File: src/rtl/q_ser_pkg.sv
// rtl/q_ser_pkg.sv - shared constants, state encoding and helpers for the charge-pulse serializer
package q_ser_pkg;

  localparam int unsigned DEF_BUS_WIDTH      = 10;
  localparam int unsigned DEF_Q_PER_PULSE    = 10;
  localparam int unsigned DEF_PULSE_DURATION = 3;
  localparam int unsigned DEF_GAP_DURATION   = 3;

  // Named view of the serializer states; the FSM register uses the matching constants below.
  typedef enum logic [1:0] {
    ST_IDLE = 2'd0,
    ST_HIGH = 2'd1,
    ST_GAP  = 2'd2,
    ST_DONE = 2'd3
  } q_state_e;

  localparam logic [1:0] S_IDLE = 2'd0;
  localparam logic [1:0] S_HIGH = 2'd1;
  localparam logic [1:0] S_GAP  = 2'd2;
  localparam logic [1:0] S_DONE = 2'd3;

  // Number of pulses a given charge turns into.
  function automatic int unsigned ceil_div(input int unsigned num, input int unsigned den);
    return (num + den - 1) / den;
  endfunction

endpackage

File: src/rtl/q_pulse_serializer_phase_timer.sv
// rtl/q_pulse_serializer_phase_timer.sv - loadable down-counter timing the high and gap phases
module phase_timer #(
  parameter int unsigned W = 2
) (
  input  logic         clk,
  input  logic         rst,
  input  logic         en,
  input  logic         load,
  input  logic [W-1:0] load_value,
  output logic         expired
);

  logic [W-1:0] count;

  // Count down while enabled; a load takes priority and a stalled enable freezes the count.
  always_ff @(posedge clk) begin
    if (!rst) begin
      count <= '0;
    end else if (en) begin
      if (load) begin
        count <= load_value;
      end else if (count != '0) begin
        count <= count - 1'b1;
      end
    end
  end

  // The phase ends on the cycle the count sits at 1, which also covers a load of 1.
  assign expired = (count == W'(1));

endmodule

File: src/rtl/q_pulse_serializer.sv
// rtl/q_pulse_serializer.sv - turns a charge word into ceil(q/Q_PER_PULSE) fixed-width pulses
module q_pulse_serializer
  import q_ser_pkg::*;
#(
  parameter int unsigned BUS_WIDTH      = DEF_BUS_WIDTH,
  parameter int unsigned Q_PER_PULSE    = DEF_Q_PER_PULSE,
  parameter int unsigned PULSE_DURATION = DEF_PULSE_DURATION,
  parameter int unsigned GAP_DURATION   = DEF_GAP_DURATION
) (
  input  logic                 clk,
  input  logic                 rst,
  input  logic                 enable,
  input  logic                 q_valid,
  input  logic [BUS_WIDTH-1:0] q_in,
  output logic                 q_ready,
  output logic                 q_serialized,
  output logic                 busy,
  output logic [BUS_WIDTH-1:0] pulse_count,
  output logic                 pulses_ended
);

  localparam int unsigned PHASE_MAX = (PULSE_DURATION > GAP_DURATION) ? PULSE_DURATION : GAP_DURATION;
  localparam int unsigned TW        = $clog2(PHASE_MAX + 1);

  localparam logic [TW-1:0]        PULSE_LOAD = TW'(PULSE_DURATION);
  localparam logic [TW-1:0]        GAP_LOAD   = TW'(GAP_DURATION);
  localparam logic [BUS_WIDTH-1:0] PC_MAX     = {BUS_WIDTH{1'b1}};

  logic [1:0]           state;
  logic [BUS_WIDTH-1:0] rem;
  logic [BUS_WIDTH-1:0] rem_next;
  logic                 accept;
  logic                 timer_load;
  logic [TW-1:0]        timer_value;
  logic                 timer_expired;

  // q_ready is only high in IDLE, so this is the single place a word is taken.
  assign accept = enable && q_valid && q_ready;

  // Charge left after the current pulse, floored at zero so a partial last pulse cannot wrap.
  always_comb begin
    rem_next = '0;
    if (32'(rem) > Q_PER_PULSE) begin
      rem_next = rem - BUS_WIDTH'(Q_PER_PULSE);
    end
  end

  // Reload the phase timer whenever a new high or gap phase starts.
  always_comb begin
    timer_load  = 1'b0;
    timer_value = PULSE_LOAD;
    case (state)
      S_IDLE: timer_load = accept && (q_in != '0);
      S_HIGH: begin
        if (timer_expired && (rem_next != '0)) begin
          timer_load  = 1'b1;
          timer_value = GAP_LOAD;
        end
      end
      S_GAP:   timer_load = timer_expired;
      default: timer_load = 1'b0;
    endcase
  end

  phase_timer #(
    .W(TW)
  ) u_timer (
    .clk        (clk),
    .rst        (rst),
    .en         (enable),
    .load       (timer_load),
    .load_value (timer_value),
    .expired    (timer_expired)
  );

  // Main FSM; outputs are registered on the transition into each state so they line up with it.
  always_ff @(posedge clk) begin
    if (!rst) begin
      state        <= S_IDLE;
      rem          <= '0;
      q_ready      <= 1'b1;
      q_serialized <= 1'b0;
      busy         <= 1'b0;
      pulse_count  <= '0;
      pulses_ended <= 1'b0;
    end else if (enable) begin
      case (state)
        S_IDLE: begin
          if (accept) begin
            rem         <= q_in;
            pulse_count <= '0;
            q_ready     <= 1'b0;
            busy        <= 1'b1;
            if (q_in != '0) begin
              state        <= S_HIGH;
              q_serialized <= 1'b1;
            end else begin
              state        <= S_DONE;
              pulses_ended <= 1'b1;
            end
          end
        end
        S_HIGH: begin
          if (timer_expired) begin
            rem          <= rem_next;
            q_serialized <= 1'b0;
            if (pulse_count != PC_MAX) begin
              pulse_count <= pulse_count + 1'b1;
            end
            if (rem_next != '0) begin
              state <= S_GAP;
            end else begin
              state        <= S_DONE;
              pulses_ended <= 1'b1;
            end
          end
        end
        S_GAP: begin
          if (timer_expired) begin
            state        <= S_HIGH;
            q_serialized <= 1'b1;
          end
        end
        S_DONE: begin
          state        <= S_IDLE;
          pulses_ended <= 1'b0;
          q_ready      <= 1'b1;
          busy         <= 1'b0;
        end
        default: state <= S_IDLE;
      endcase
    end
  end

endmodule
File: config.mk
export PLATFORM = sky130hd
export DESIGN_NAME = q_pulse_serializer
export DESIGN_NICKNAME = d
export VERILOG_FILES = /design/src/rtl/q_ser_pkg.sv /design/src/rtl/q_pulse_serializer_phase_timer.sv /design/src/rtl/q_pulse_serializer.sv
export SDC_FILE = /design/constraint.sdc
export NUM_CORES = 1
export LEC_CHECK = 0
export CORE_ASPECT_RATIO = 1.1
export CORE_MARGIN = 5
export CORE_UTILIZATION = 28
export DETAILED_ROUTE_END_ITERATION = 16
export PLACE_DENSITY_LB_ADDON = 0.25
export SETUP_SLACK_MARGIN = 0.05
export SLEW_MARGIN = 40
export SYNTH_ARGS = -nofsm -noshare
export SYNTH_HDL_FRONTEND = slang
export SYNTH_SLANG_ARGS = --single-unit
File: constraint.sdc
create_clock -name clk -period 5.4 [get_ports clk]
set_clock_uncertainty 0.1 [all_clocks]
set_input_delay 1.08 -clock clk [delete_from_list [all_inputs] [get_ports clk]]
set_output_delay 1.08 -clock clk [all_outputs]
set_load 0.03 [all_outputs]
==> qor.yml <==
grt_pass1_vias: 1713
synth_edf_count: 0
overflow: 0
wl_per_cell_um: 15.2
drc: 0
core_area_um2: 6560
worstPathCellList: "clkdlybuf4s50_1 > nor4_1 > a31oi_1 > nor4b_1 > o211ai_1 > mux2i_1"
synth.yosys.seq_area_share: 0.297
ant_nets: 0
min_path_type: "reg -> reg"
tns_ns: 0
yosysWarnings: 0
worstPathRequired_ns: 5.47
timing.rr.end: "rem[5]$_SDFFE_PN0P_"
die_area_um2: 8470
cts_setup_buffers: 0
synth.distinct_cells: 52
layout.nets: 268
power_density_nw_per_um2: 339
dp.cells: 322
yosys_most_used_dff: "dfxtp_1"
synth_top_area_frac: 0.297
startpoint_type: "input port"
area_delta_synth_final_pct: 18.7
rows: 31
grt_pass1_wl_mm: 8.26
cts_max_path_buffers: 2
final_layout_size_suffix_gt1_frac: 0.0492
final_common_cell: "dfxtp_1"
synthCells: 226
reg2reg_depth: 7
grt_antenna_before_repair: 0
start_util: 0.287
synth_top_cell_by_area: "dfxtp_1"
async_reset_ff_frac: 0
period_share: 0.567
cap_viol_max_count: 0
hpwlAfterDp_mm: 3.62
status: "finished, final reports clean"
crit_type: "in -> reg"
chipWidth_um: 88.2
cts_resized: 0
leakage_nw: 0.830
postLayoutCoreUtil: 0.341
min_period_ns: 3.06
cp-end-kind: "register"
arrival_ns: 3.13
final_cells: 326
n_antenna_cell: 0
setup_viol: 0
vdd.ir_drop.worst_mv: 0.114
first_iter_violations: 97
gr-usage-all-layers: 0.120
slowest_delay_ns: 0.70
final_hold_viol_count: 0
numClockSinks: 28
fp.dieH_um: 96.0
viasPerCell: 5.42
holdPathStages: 2
synthesis.area_um2: 1880
clk_latency_ns: 0.27
fmax_mhz: 327
synth_seq_cells: 28
grt_max_degree: 25
path_delay_family: "simple AND/OR/NAND/NOR gates"
cts_made_buffers: 3
synth_area_leaders: "dfxtp_1, ha_1, xor2_1"
cts-root-buf: "clkbuf_8"
slowest_stage: "nor4_1"
vias: 1767
path_max_fanout: 3
firstDrtPassIters: 4
crit-reg2reg-launch: "state[1]$_SDFFE_PN0P_"
htreeDepth: 1
io_buffers: 27
synth_area_per_cell_um2: 8.34
gp_congestion: 0.784
worstSetupStartpoint: "q_in[6]"
worstMarginPinSlew_ns: 0.760
hold_start: "pulses_ended$_SDFFE_PN0P_"
pin_count: 28
final_cell_mix: "dfxtp_1, clkdlybuf4s50_1, inv_1, nor2_1, nand3_1"
cts_tree: "done"
critical_path_buf_inv_count: 1
wl_mm: 4.95
hold_end: "pulses_ended$_SDFFE_PN0P_"
r2r_slack_ns: 2.81
synth_nets: 249
slew_violations: 0
rsz0062_at_grt: "no"
clkTransAtPathRegs_ns: 0.10
max_slew_margin: 0.489
cts_hold_buf: 0
==> tightest hold or removal path, stage by stage, from the launching register on <==
cell and delay (ns):
dfxtp_1 0.32, nand2_1 0.05, mux2i_1 0.05
==> cells by family after synthesis <==
group | count (synthesis) | synth area share
buf+inv | 30 | 0.0717
compound gates | 66 | 0.267
flops | 28 | 0.297
mux | 2 | 0.0106
simple gates | 80 | 0.242
fa+ha+maj | 9 | 0.0598
xor+xnor | 11 | 0.0511
==> where the power goes <==
part	internal (mW)	total, mW	switching [mW]
sequential	0.238	0.282	0.0447
combinational	0.141	0.342	0.201
clock	0.0653	0.133	0.0679
==> state kept, by name, summed over array words and instances (netlist names) <==
| name | flops |
|---|---|
| pulses_ended | 1 |
| state | 2 |
| q_ready | 1 |
| u_timer.count | 2 |
| busy | 1 |
| q_serialized | 1 |
| pulse_count | 10 |
| rem | 10 |
==> metal layers <==
layer	global-route usage	wire length (µm)
met1	0.162	2400
met5	0	0
met3	0.0205	121
met4	0.0441	121
met2	0.192	2300
==> cell type report <==
| class | count | area, µm² |
|---|---|---|
| clock buffers | 4 | 55.1 |
| fillers | 680 | 4320 |
| inverters | 17 | 63.8 |
| multi-input cells | 168 | 1190 |
| flip-flops and latches | 28 | 561 |
| well taps | 82 | 103 |
| repair buffers | 27 | 265 |
==> synthesized netlist by cell type (5+ instances only) <==
| library cell | n |
|---|---|
| nor2_1 | 17 |
| nand2_1 | 8 |
| nor3_1 | 5 |
| o21ai_0 | 10 |
| nand3_1 | 11 |
| xor2_1 | 9 |
| nand4_1 | 8 |
| inv_1 | 17 |
| dfxtp_1 | 28 |
| a21oi_1 | 10 |
| clkbuf_1 | 10 |
| ha_1 | 9 |
| nor2b_1 | 8 |
==> how the worst max path moves through the flow <==
| stage | end | slack, ns | depth (start not counted) |
|---|---|---|---|
| floorplan | pulse_count[9]$_SDFFE_PN0P_ | 3.00 | 5 |
| global placement | pulses_ended$_SDFFE_PN0P_ | 2.06 | 6 |
| detailed placement | pulses_ended$_SDFFE_PN0P_ | 2.06 | 6 |
| CTS | pulses_ended$_SDFFE_PN0P_ | 2.35 | 6 |
| global route | pulses_ended$_SDFFE_PN0P_ | 2.12 | 6 |
| finish | pulses_ended$_SDFFE_PN0P_ | 2.34 | 6 |
==> per-stage QoR <==
step	cell area, µm²	power [mW]	setup WS [ns]	hold slack (ns)
after detailed placement	2190	0.628	2.06	0.357
after global routing	2240	0.816	2.12	0.403
after global placement	2190	0.627	2.06	0.348
after floorplan	1880	0.551	3.00	0.377
after CTS	2240	0.762	2.35	0.370
final	2240	0.758	2.34	0.363
(Power assumes the default switching activity.)
